==> src/rtl/seven_seg_scanner.sv <==
// Scan driver for a 4-digit seven-segment display: rotates the active-low anode
// and holds the value nibbles, loading new ones only at frame boundaries.
module seven_seg_scanner #(
    parameter int REFRESH_DIV  = 100000,
    parameter int BLANK_CYCLES = 16
) (
    input  logic       clk,
    input  logic       reset,
    input  logic       load,
    input  logic [3:0] val_in,
    input  logic [3:0] lower_in,
    input  logic [3:0] upper_in,
    input  logic [3:0] digit_en,
    output logic [3:0] anode,
    output logic [3:0] Val,
    output logic [3:0] lowerY,
    output logic [3:0] upperY,
    output logic       pending,
    output logic       frame_tick
);

    localparam int CNT_W = (REFRESH_DIV > 2) ? $clog2(REFRESH_DIV) : 1;
    localparam logic [CNT_W-1:0] CNT_LAST  = CNT_W'(REFRESH_DIV - 1);
    localparam logic [CNT_W-1:0] CNT_BLANK = CNT_W'(BLANK_CYCLES);

    logic [CNT_W-1:0] cnt_q, cnt_d;
    logic [1:0]       digit_q, digit_d;
    logic [3:0]       anode_q, anode_d;
    logic             frame_tick_q, frame_tick_d;
    logic [3:0]       shadow_val_q, shadow_val_d;
    logic [3:0]       shadow_lower_q, shadow_lower_d;
    logic [3:0]       shadow_upper_q, shadow_upper_d;
    logic             pending_q, pending_d;
    logic [3:0]       val_q, val_d;
    logic [3:0]       lower_q, lower_d;
    logic [3:0]       upper_q, upper_d;
    logic             slot_end;
    logic             frame_end;

    // Only one anode may ever be low; any blanking or disabled digit yields all off.
    function automatic logic [3:0] anode_pattern(input logic [1:0] digit,
                                                 input logic       blank,
                                                 input logic [3:0] en);
        logic [3:0] pat;
        pat = 4'b1111;
        if (!blank && en[digit]) begin
            pat = ~(4'b0001 << digit);
        end
        return pat;
    endfunction

    always_comb begin
        slot_end  = (cnt_q == CNT_LAST);
        frame_end = slot_end && (digit_q == 2'd3);

        cnt_d   = cnt_q + CNT_W'(1);
        digit_d = digit_q;
        if (slot_end) begin
            cnt_d   = '0;
            digit_d = digit_q + 2'd1;
        end

        // Registered outputs are derived from next-state so they line up with cnt/digit.
        anode_d      = anode_pattern(digit_d, (cnt_d < CNT_BLANK), digit_en);
        frame_tick_d = (cnt_d == CNT_LAST) && (digit_d == 2'd3);

        val_d     = val_q;
        lower_d   = lower_q;
        upper_d   = upper_q;
        pending_d = pending_q;
        if (frame_end && pending_q) begin
            val_d     = shadow_val_q;
            lower_d   = shadow_lower_q;
            upper_d   = shadow_upper_q;
            pending_d = 1'b0;
        end

        // A load in the commit cycle lands in the shadow after the old shadow committed.
        shadow_val_d   = shadow_val_q;
        shadow_lower_d = shadow_lower_q;
        shadow_upper_d = shadow_upper_q;
        if (load) begin
            shadow_val_d   = val_in;
            shadow_lower_d = lower_in;
            shadow_upper_d = upper_in;
            pending_d      = 1'b1;
        end
    end

    always_ff @(posedge clk) begin
        if (reset) begin
            cnt_q          <= '0;
            digit_q        <= 2'd0;
            anode_q        <= 4'b1111;
            frame_tick_q   <= 1'b0;
            shadow_val_q   <= 4'd0;
            shadow_lower_q <= 4'd0;
            shadow_upper_q <= 4'd0;
            pending_q      <= 1'b0;
            val_q          <= 4'd0;
            lower_q        <= 4'd0;
            upper_q        <= 4'd0;
        end else begin
            cnt_q          <= cnt_d;
            digit_q        <= digit_d;
            anode_q        <= anode_d;
            frame_tick_q   <= frame_tick_d;
            shadow_val_q   <= shadow_val_d;
            shadow_lower_q <= shadow_lower_d;
            shadow_upper_q <= shadow_upper_d;
            pending_q      <= pending_d;
            val_q          <= val_d;
            lower_q        <= lower_d;
            upper_q        <= upper_d;
        end
    end

    assign anode      = anode_q;
    assign Val        = val_q;
    assign lowerY     = lower_q;
    assign upperY     = upper_q;
    assign pending    = pending_q;
    assign frame_tick = frame_tick_q;

endmodule

==> config.mk <==
export PLATFORM = sky130hd
export DESIGN_NAME = seven_seg_scanner
export DESIGN_NICKNAME = d
export VERILOG_FILES = /design/src/rtl/seven_seg_scanner.sv
export SDC_FILE = /design/constraint.sdc
export NUM_CORES = 1
export LEC_CHECK = 0
export ABC_AREA = 1
export BUFFER_PORTS_ARGS = -buffer_cell sky130_fd_sc_hd__clkbuf_2
export CORE_UTILIZATION = 55
export DETAILED_ROUTE_END_ITERATION = 8
export PLACE_DENSITY = 0.78
export SYNTH_ARGS = -nofsm -noshare
export SYNTH_HDL_FRONTEND = slang
export SYNTH_SLANG_ARGS = --single-unit
==> constraint.sdc <==
create_clock -name clk -period 2.9 [get_ports clk]
set_input_delay 0.29 -clock clk [delete_from_list [all_inputs] [get_ports clk]]
set_output_delay 0.29 -clock clk [all_outputs]
set_load 0.01 [all_outputs]
# [Word level (Yosys, flattened, before mapping)]
# Index checks and enable logic that the tools add are counted.
# Widths: inputs -> output; s select.
[totals] output_inout_bits=18 inputBits=19 elab_cells=35 register_bits=49
[classes] mux=6 reduce_logical=7 bitwise_logic=2 add_sub_neg=2 n_eq_ne=4 shift=1 order_cmp=2
[ops] op="$eq 17x17->1 const B" count=2
[ops] op="$add 17x1->17 const B" count=1
[ops] op="$lt 17x5->1 const B" count=1
[ops] op="$mux 17" count=1
[ops] op="$eq 2x2->1 const B" count=2
[ops] op="$logic_and 1x1->1" count=4
[ops] op="$not 4->4" count=1
[ops] op="$shl 1x2->4 const A" count=1
[ops] op="$lt 2x3->1 const B" count=1
[ops] op="$mux 1" count=3
[ops] op="$add 2x1->2 const B" count=1
[ops] op="$bmux 1 s2" count=1
[ops] op="$mux 2" count=1
[ops] op="$reduce_bool 2->1" count=1
[ops] op="$reduce_or 2->1" count=1
[ops] op="$logic_not 1->1" count=1
[ops] op="$not 1->1" count=1

# [Depth between registers and ports, before layout]
[logic_depth] word_depth=7 mapped_depth=13 ltp_nobuf=12

# [Least setup slack after synthesis]
# OpenSTA, ideal clock, no wires.
[synth_timing] path_kind="reg-to-reg" from="register cnt_q[0]" to="register anode_q[0] (netlist: anode[0])" period_less_slack_ns=1.644 stages_incl_launch_ff=14 setup_time_ns=0.133 n_path_buf=1 slack_ns=1.256 t_arrival_ns=1.511 path_cell_list="dfxtp_1 > ha_1 > nand2_2 > inv_2 > nand2_4 > nor2_8 > nand2_4 > buf_8 > nand2_4 > nand3_1 > nand2_1 > nand2_2 > nand2_2 > nand4_1"
[synth_via] elab_chain_cells=7 elab_cells_between_ends=13 classes_between="add/sub: 1; order compare: 1; eq/ne: 1; shift: 1; mux: 4; bitwise: 2; reduce/logical: 3"
[synth_lines] element="start, declared" line_no="26" rtl="logic [CNT_W-1:0] cnt_q, cnt_d;"
[synth_lines] element="start signal, assigned" line_no="104" rtl="cnt_q <= cnt_d;"
[synth_lines] element="$add 17x1->17 / $eq 17x17->1 (equally long branches)" line_no="56, 53"
[synth_lines] element="$mux 17 / $mux 2 (equally long branches)" line_no="58" rtl="if (slot_end) begin"
[synth_lines] element="$lt 17x5->1 / $bmux 1 s2 (equally long branches)" line_no="64, 46"
[synth_lines] element="$logic_not 1->1 / $mux 1 (equally long branches)" line_no="46" rtl="if (!blank && en[digit]) begin"
[synth_lines] element="$logic_and 1x1->1" line_no="46"
[synth_lines] element="$not 1->1 (no line)"
[synth_lines] element="$reduce_or 2->1 (no line)"
[synth_lines] element="end signal, assigned" line_no="106" rtl="anode_q <= anode_d;"
[synth_lines] element="end, declared" line_no="28" rtl="logic [3:0] anode_q, anode_d;"
# Parallel ways exist; a longest one is shown, timed or not. The select of a mux whose other input is x is not followed.
# A chain may end at the register's enable or synchronous reset.

# [Final worst setup path]
[layout_timing] from="register cnt_q[0]" to="register val_q[1] (netlist: Val[1])"
[layout_via] elab_chain_cells=3
[layout_lines] element="$eq 17x17->1" line_no="53" rtl="slot_end = (cnt_q == CNT_LAST);"
[layout_lines] element="$logic_and 1x1->1" line_no="54" rtl="frame_end = slot_end && (digit_q == 2'd3);"
[layout_lines] element="$logic_and 1x1->1" line_no="71" rtl="if (frame_end && pending_q) begin"
[layout_lines] element="end signal, assigned" line_no="112" rtl="val_q <= val_d;"
[layout_lines] element="end, declared" line_no="34" rtl="logic [3:0] val_q, val_d;"
# No other way between the ends.

==> out/qor.yml <==
run_status:
  outcome: "completed"
placed_design:
  dp_hpwl_um: 3580
  gp_congestion: 0.904
  post-place-ws_ps: 826
  io_buffers: 36
clock_tree:
  path_clk_slew_ps: 90
  clockBufferDepth: 2
  cts-root-buf: "clkbuf_8"
  cts.htree.levels: 2
  cts_setup_buffers: 0
  cts_hold_buf: 0
  cts_sinks: 49
  cts_tree: "yes"
  cts_resized: 0
  cts_made_buffers: 5
  worstSkewPairLatency_ps: 300
floorplan:
  core-area_mm2: 0.00403
  die_w_um: 67.2
  dieArea_mm2: 0.00452
  rows: 23
  start_util_pct: 58.0
  io-pin-count: 37
  die_y_um: 67.2
layout:
  nets: 389
  syn_to_final_growth_pct: 11.7
  antenna_cells: 0
  fillCellCount: 380
  seq_area_um2: 981
  multi_input_area_mm2: 0.00118
  drive_above_1_share_pct: 17.6
synth:
  synth_area_mm2: 0.00234
  ys_types: 28
  synthTopCellsByCount: "95 x nor2_1, 57 x nand2_1, 49 x dfxtp_1, 28 x inv_1, 27 x nand3_1"
  synthCells: 335
  avgSynthCellArea_um2: 6.98
  ys_async_sr_fraction_pct: 0
  synth_top_area_share_pct: 41.9
  ys_seq_area_share_pct: 41.9
  synth_warnings: 0
  synth_edf_count: 0
  synth_most_common_cell: "nor2_1"
  ys.flop_type: "dfxtp_1"
  synth_seq_cells: 49
  synth_area_leaders: "dfxtp_1 42%, nor2_1 15%, nand2_1 9.1%, nand3_1 5.8%, o21ai_0 5.1%"
  yosysTopAreaCell: "dfxtp_1"
  syn_nets: 356
power:
  swShare_pct: 23.2
  p_switching_mw: 0.266
  p_int_mw: 0.879
  combPwrFrac_pct: 5.0
  vdd_drop_max_v: 0.000313
  pwr-share-clk_pct: 34.0
  power_density_mw_per_mm2: 438
  power_leakage_nw: 1.25
  seqPwrFrac_pct: 61.0
timing:
  layout_setup_ws_ps: 814
  tightest_slew_ps: 639
  skew_ps: 2.49
  fmax_mhz: 479
  slew_headroom_pct: 57.4
  finalCriticalPeriod_ps: 2090
  finalCritPeriodShare_pct: 71.9
  rsz0062_at_grt: "no"
  fin_tns_setup_ps: 0
  setup_violations: 0
  drv_slew: 0
  hold_viol: 0
global_routing:
  grt_usage_pct: 24.3
  gr-total-overflow: 0
  grt_pass1_vias: 1932
  grt_pass1_wl_um: 8220
  grt_max_degree: 30
  grt_antenna_before_repair: 0
detailed_routing:
  drc_errors: 0
  via_per_inst: 5.02
  first_pass_iters: 5
  vias: 2103
  wl_per_cell_um: 11.4
  final_antenna_net_count: 0
  drtIter0Drc: 100
  finalWirelength_um: 4780
setup_path:
  endpoint_kind: "flip-flop"
  cp.arrival_ps: 2320
  path_class: "flip-flop to flip-flop"
  startpoint_type: "flip-flop"
  required_ps: 3140
  crit_fanout: 13
flow_run:
  maxCapViolCount: 0
hold_path:
  hold_class: "primary input to flip-flop"
[registers in the layout, indices dropped and copies added, names as in the netlist]
| register | flops |
|---|---|
| digit_q | 2 |
| anode | 4 |
| shadow_upper_q | 4 |
| Val | 4 |
| pending | 1 |
| upperY | 4 |
| shadow_val_q | 4 |
| shadow_lower_q | 4 |
| cnt_q | 17 |
| lowerY | 4 |
| frame_tick | 1 |
[through the flow]
step	power [mW]	area [um2]	utilization (%)	hold slack [ps]	std cells
finish	1.14	2610	64.8	206	419
global route	1.19	2610	64.8	222	419
CTS	1.15	2610	64.8	202	419
detailed placement	0.771	2530	62.8	468	411
global placement	0.769	2530	62.8	460	411
floorplan	0.749	2340	-	425	335
[path summary, 6_finish.rpt]
check,end,slack [ps],cells after the start,from
min,shadow_val_q[2],210,3,val_in[2]
max reg2reg,Val[1],810,9,cnt_q[0]
max,Val[1],810,9,cnt_q[0]
min reg2reg,cnt_q[0],480,1,cnt_q[0]
[power by group through the flow]
stage	clock network, mW	registers, mW	logic, mW
global placement	0	0.713	0.0562
global route	0.421	0.700	0.0682
floorplan	0	0.711	0.0379
CTS	0.398	0.698	0.0580
finish	0.389	0.698	0.0573
detailed placement	0	0.713	0.0577
[cells in the final DEF (no fill, tap or decap), types with 3 or more instances in the layout]
cell type  synthesis  routed
dfxtp_1           49      49
nand3_1           27      27
inv_1             28      28
nand2_4            5       5
nor2_1            95      95
nand4_1           10      10
nand2_1           57      57
clkbuf_2           0      36
nand2_2            5       5
clkbuf_8           0       5
o21ai_0           24      24
nor2_4             3       3
[cell families after synthesis]
kind of cell	count (synthesis)	share of synthesized area (%)
AND/OR/NAND/NOR	211	41.3
flip-flops	49	41.9
buffers and inverters	41	7.65
AO/OA/AOI/OAI	30	7.28
XOR/XNOR	2	0.749
adder cells (fa/ha/maj)	2	1.07
[per-layer routing]
| layer | GRT usage (%) | routed length [um] | share of wire, % | up-vias |
|---|---|---|---|---|
| li1 | - | - | - | 1123 |
| met1 | 30.4 | 2280 | 48 | 931 |
| met2 | 40.4 | 2230 | 47 | 37 |
| met3 | 3.72 | 139 | 2.9 | 12 |
| met4 | 12.2 | 127 | 2.7 | 0 |
| met5 | 0 | 0 | 0 | - |
[worst max-delay path: stages, from the launching register on]
cell	delay (ps)
dfxtp_1	400
ha_1	230
nand2_2	110
inv_2	80
nand2_4	60
nor2_8	140
nand4_1	370
inv_1	440
nor2_1	70
nor2_1	120
[area by class of cell]
| cell class | instances | area share [%] |
|---|---|---|
| repair buffers | 36 | 6.90 |
| inverters | 31 | 4.84 |
| flip-flops and latches | 49 | 37.6 |
| multi-input cells | 245 | 45.1 |
| clock inverters | 2 | 0.383 |
| well taps | 50 | 2.40 |
| clock buffers | 6 | 2.78 |
No activity file was read; power rests on OpenSTA's default activity.
